### src/rtl/regfile_pkg.sv
// Shared register-file widths and the write-arbiter state encoding,
// used by both regfile_wr_arb and regfile.
package regfile_pkg;

  localparam int ADDR_W = 3;
  localparam int DATA_W = 8;
  localparam int NREGS  = 8;
  localparam int CNT_W  = 4;

  localparam logic [CNT_W-1:0] CNT_MAX = '1;

  typedef enum logic [1:0] {
    IDLE = 2'd0,
    OWN0 = 2'd1,
    OWN1 = 2'd2
  } arb_state_t;

endpackage

### src/rtl/regfile_wr_arb.sv
// Two-requester write arbiter for the register file: round-robin from idle,
// sticky ownership bounded by MAX_BURST, registered write port (1-cycle latency).
module regfile_wr_arb
  import regfile_pkg::*;
#(
  parameter int unsigned MAX_BURST = 4
) (
  input  logic              clk,
  input  logic              rst,
  input  logic              req0_valid,
  input  logic [ADDR_W-1:0] req0_addr,
  input  logic [DATA_W-1:0] req0_data,
  output logic              req0_ready,
  input  logic              req1_valid,
  input  logic [ADDR_W-1:0] req1_addr,
  input  logic [DATA_W-1:0] req1_data,
  output logic              req1_ready,
  output logic              rf_we,
  output logic [ADDR_W-1:0] rf_waddr,
  output logic [DATA_W-1:0] rf_wdata,
  output logic              busy
);

  localparam logic [CNT_W-1:0] BURST_LIM = CNT_W'(MAX_BURST);

  arb_state_t        state;
  arb_state_t        state_next;
  logic              rr_ptr;
  logic [CNT_W-1:0]  burst_cnt;

  logic              win_valid;
  logic              win_sel;
  logic              owner_change;
  logic [ADDR_W-1:0] win_addr;
  logic [DATA_W-1:0] win_data;

  // Winner selection: the owner keeps the port until its burst budget is
  // spent, but only while the other side actually has something to write.
  always_comb begin
    // NOTE: every output of this block gets a default first so no path can
    // leave it unassigned and infer a latch.
    win_valid = 1'b0;
    win_sel   = 1'b0;
    case (state)
      OWN0: begin
        if (req0_valid && ((burst_cnt < BURST_LIM) || !req1_valid)) begin
          win_valid = 1'b1;
          win_sel   = 1'b0;
        end else if (req1_valid) begin
          win_valid = 1'b1;
          win_sel   = 1'b1;
        end
      end
      OWN1: begin
        if (req1_valid && ((burst_cnt < BURST_LIM) || !req0_valid)) begin
          win_valid = 1'b1;
          win_sel   = 1'b1;
        end else if (req0_valid) begin
          win_valid = 1'b1;
          win_sel   = 1'b0;
        end
      end
      default: begin
        if (req0_valid && req1_valid) begin
          win_valid = 1'b1;
          win_sel   = rr_ptr;
        end else if (req0_valid) begin
          win_valid = 1'b1;
          win_sel   = 1'b0;
        end else if (req1_valid) begin
          win_valid = 1'b1;
          win_sel   = 1'b1;
        end
      end
    endcase
  end

  assign owner_change = (state == IDLE) ||
                        (win_sel ? (state != OWN1) : (state != OWN0));

  assign state_next = !win_valid ? IDLE : (win_sel ? OWN1 : OWN0);

  assign win_addr = win_sel ? req1_addr : req0_addr;
  assign win_data = win_sel ? req1_data : req0_data;

  // Grants are gated by reset so no handshake can be seen while it is held.
  assign req0_ready = rst && win_valid && !win_sel;
  assign req1_ready = rst && win_valid &&  win_sel;

  assign busy = (state != IDLE);

  // NOTE: sequential state uses non-blocking assignments so every register
  // samples the pre-edge values regardless of statement order.
  always_ff @(posedge clk or negedge rst) begin
    if (!rst) begin
      state     <= IDLE;
      rr_ptr    <= 1'b0;
      burst_cnt <= '0;
      rf_we     <= 1'b0;
      rf_waddr  <= '0;
      rf_wdata  <= '0;
    end else begin
      state <= state_next;
      rf_we <= win_valid;
      if (win_valid) begin
        rr_ptr   <= ~win_sel;
        rf_waddr <= win_addr;
        rf_wdata <= win_data;
        if (owner_change) begin
          burst_cnt <= CNT_W'(1);
        end else if (burst_cnt != CNT_MAX) begin
          burst_cnt <= burst_cnt + CNT_W'(1);
        end
      end
    end
  end

endmodule

### config.mk
export PLATFORM = sky130hd
export DESIGN_NAME = regfile_wr_arb
export DESIGN_NICKNAME = d
export VERILOG_FILES = /design/src/rtl/regfile_pkg.sv /design/src/rtl/regfile_wr_arb.sv
export SDC_FILE = /design/constraint.sdc
export NUM_CORES = 1
export LEC_CHECK = 0
export BUFFER_PORTS_ARGS = -buffer_cell sky130_fd_sc_hd__buf_4
export CAP_MARGIN = 10
export CORE_MARGIN = 2
export CORE_UTILIZATION = 34
export CTS_BUF_LIST = sky130_fd_sc_hd__clkbuf_2 sky130_fd_sc_hd__clkbuf_4 sky130_fd_sc_hd__clkbuf_8
export DETAILED_ROUTE_END_ITERATION = 8
export PLACE_DENSITY = 0.61
export SYNTH_ARGS = -nofsm -noshare
export SYNTH_HDL_FRONTEND = slang
export SYNTH_SLANG_ARGS = --single-unit
### constraint.sdc
create_clock -name clk -period 2 [get_ports clk]
set_input_delay 0 -clock clk [delete_from_list [all_inputs] [get_ports clk]]
set_output_delay 0 -clock clk [all_outputs]
set_load 0.02 [all_outputs]
==> flow_summary_export.csv <==
group,metric,value,unit
cts,max-clock-path-buffers,2,
run_status,outcome,"finished clean",
die,io_pins,41,
flow_run,drv.max_cap_violation_count,0,
sta,hold_viol,0,
route,vias_per_cell,4.93,
sta,fin_ws,0.133,ns
pwr,finalPower,2.06,mW
die,start_util,0.352,
synth,synth-main-ff-cell,"dfrtp_1",
synth,synth.area.top_cells,"dfrtp_1 49%, a22o_1 10%, a21o_1 8.6%, ha_1 5.2%, nor2_1 2.7%",
synth,synthCells,86,
worst_setup_path,cp_slowest_cell,"dfrtp_1",
synth,ys_types,29,
layout,final_common_cell,"buf_4",
synth,syn_avg_cell_area,11.2,sq um
sta,finalSetupViolations,0,
synth,synthesis.nets,116,
min_path,hold_class,"in2reg",
layout,layout.nets,187,
cts,numCtsBuffers,3,
worst_setup_path,crit_chain,"inv_2 -> ha_4 -> nand3b_1 -> nand3_4 -> nor2_2 -> buf_4 -> and2_1 -> buf_4",
die,core-area,2730,sq um
die,num_rows,19,
route,drt_iter0_drc,13,
placed_design,place_ws,0.231,ns
sta,rsz0062_at_grt,"false",
layout,layout_common_cells,"47 x buf_4, 22 x dlygate4sd3_1, 18 x dfrtp_1",
pwr,vdd.ir_drop.worst,806,uV
synth,synth_warnings,0,
synth,async_flop_share,1.00,
cts,cts.sinks,19,
synth,synth_top_cell_area_share,0.494,
route,vias,922,
layout,fin_util,0.584,
sta,tns,0,ns
worst_setup_path,arrival,1.87,ns
sta,period_share,0.934,
pwr,p_leak,0.827,nW
layout,layout-drive-gt1-share,0.372,
global_route,grt_pass1_vias,923,
route,drc,0,
worst_setup_path,crit_fanout,8,
synth,synth-edff-count,0,
route,avgRoutedWirePerCell,13.2,um
synth,post_synth_instance_area,963,sq um
cts,root_buffer,"clkbuf_4",
synth,synth-seq-cells,19,
cts,htreeDepth,1,
sta,hold_ws,0.0142,ns
route,antenna_left,0,
placed_design,dp.cells,158,
global_route,grt_overflow,0,
worst_setup_path,cpPeakStageDelay,0.41,ns
cts,insertion_delay,0.30,ns
placed_design,place.gp.congestion,0.792,
route,firstDrtPassIters,4,
layout,antenna_cells,0,
die,dieWidth,57.2,um
sta,slew_viol_final,0,
sta,worst-slew-pin-transition,0.334,ns
synth,ys_seq_area_frac,0.494,
global_route,track_usage,0.163,
die,die_h,57.2,um
worst_setup_path,cpMostUsedCell,"buf_4",
pwr,powerDensity,1290,nW/um^2
global_route,grt_first_pass_wirelength,4150,um
layout,area_delta_synth_final,65.6,%
layout,final_cells,187,
sta,slew_headroom,0.776,
sta,period_needed,1.87,ns
cts,clkTransAtPathRegs,0.11,ns
route,routed_wirelength,2470,um
placed_design,io_buffer_count,40,
layout,postLayoutCellArea,1600,sq um
synth,yosysTopAreaCell,"dfrtp_1",
die,die-area,3280,sq um
placed_design,place_area,1310,sq um
global_route,antenna_found_initial,0,
worst_setup_path,cp-end-kind,"output pin",
worst_setup_path,worstPathRequired,2.00,ns
global_route,grt_max_degree,22,
worst_setup_path,cp-start-kind,"flop",
sta,skew,0.00793,ns
worst_setup_path,crit_type,"reg2out",
placed_design,dpl.hpwl,1620,um
sta,fmax,536,MHz
cts,cts_tree,"yes",
[report_power, final]
group,total [mW],internal [mW],switching (mW)
registers,0.653,0.545,0.108
clock network,0.206,0.0912,0.115
logic,1.20,0.604,0.595
[registers in the layout (all words and copies together) (netlist names)]
register / flops
rf_waddr: 3
rf_we: 1
rf_wdata: 8
rr_ptr: 1
burst_cnt: 4
state: 2
[cell families (layout without fill, tap and decap cells)]
| family | count (synthesis) | in the layout | share of synthesized area |
|---|---|---|---|
| flops | 19 | 19 | 0.494 |
| mux | 2 | 2 | 0.0208 |
| buf+inv | 7 | 77 | 0.0403 |
| simple gates | 25 | 25 | 0.155 |
| compound gates | 29 | 29 | 0.239 |
| fa+ha+maj | 4 | 4 | 0.0520 |
[per-layer routing]
| layer | routed length (um) | GRT usage |
|---|---|---|
| met1 | 1080 | 0.209 |
| met2 | 1200 | 0.266 |
| met3 | 151 | 0.0340 |
| met4 | 40 | 0.0698 |
| met5 | 0 | 0 |
[timing repair]
| action | 4_1_cts | 5_1_grt |
|---|---|---|
| setup buffers | 1 | 2 |
| pin swaps | 1 | 0 |
| gates cloned | 0 | 0 |
| resized for setup | 0 | 4 |
| setup endpoints to repair | 1 | 3 |
| endpoints found under the hold margin | 30 | 1 |
| hold buffers | 21 | 1 |
[cell type report]
type	instances	area, sq um
inverters	4	15.0
repair buffers	69	573
multi-input cells	60	462
flip-flops and latches	19	477
well taps	31	38.8
fillers	233	1140
clock buffers	4	30.0
[cell usage after synthesis (all sizes together), types with 2 or more instances]
master,number
nand2,3
dfrtp,19
mux2i,2
nor3,3
a21o,11
nand3b,2
buf,3
ha,4
a22o,11
nand4,2
nor2,8
inv,4
and2,2
nand3,2
[worst max-delay path: cells and delay by family (launching register included)]
| kind | cells | cell delay (ns) |
|---|---|---|
| buf+inv | 3 | 0.41 |
| fa+ha+maj | 1 | 0.21 |
| flops | 1 | 0.41 |
| simple gates | 4 | 0.53 |
[path summary, 6_finish.rpt]
check / from / to / slack [ns] / depth (start not counted)
max: state[0] / req0_ready / 0.13 / 8
min: req1_data[2] / rf_wdata[2] / 0.01 / 3
max reg2reg: state[0] / burst_cnt[3] / 0.20 / 7
min reg2reg: rr_ptr / rr_ptr / 0.51 / 2
max in group asynchronous: rst / burst_cnt[3] / 1.66 / 2
min in group asynchronous: rst / rf_wdata[0] / 0.11 / 2
Note: power is estimated with default switching activity, not from simulation.
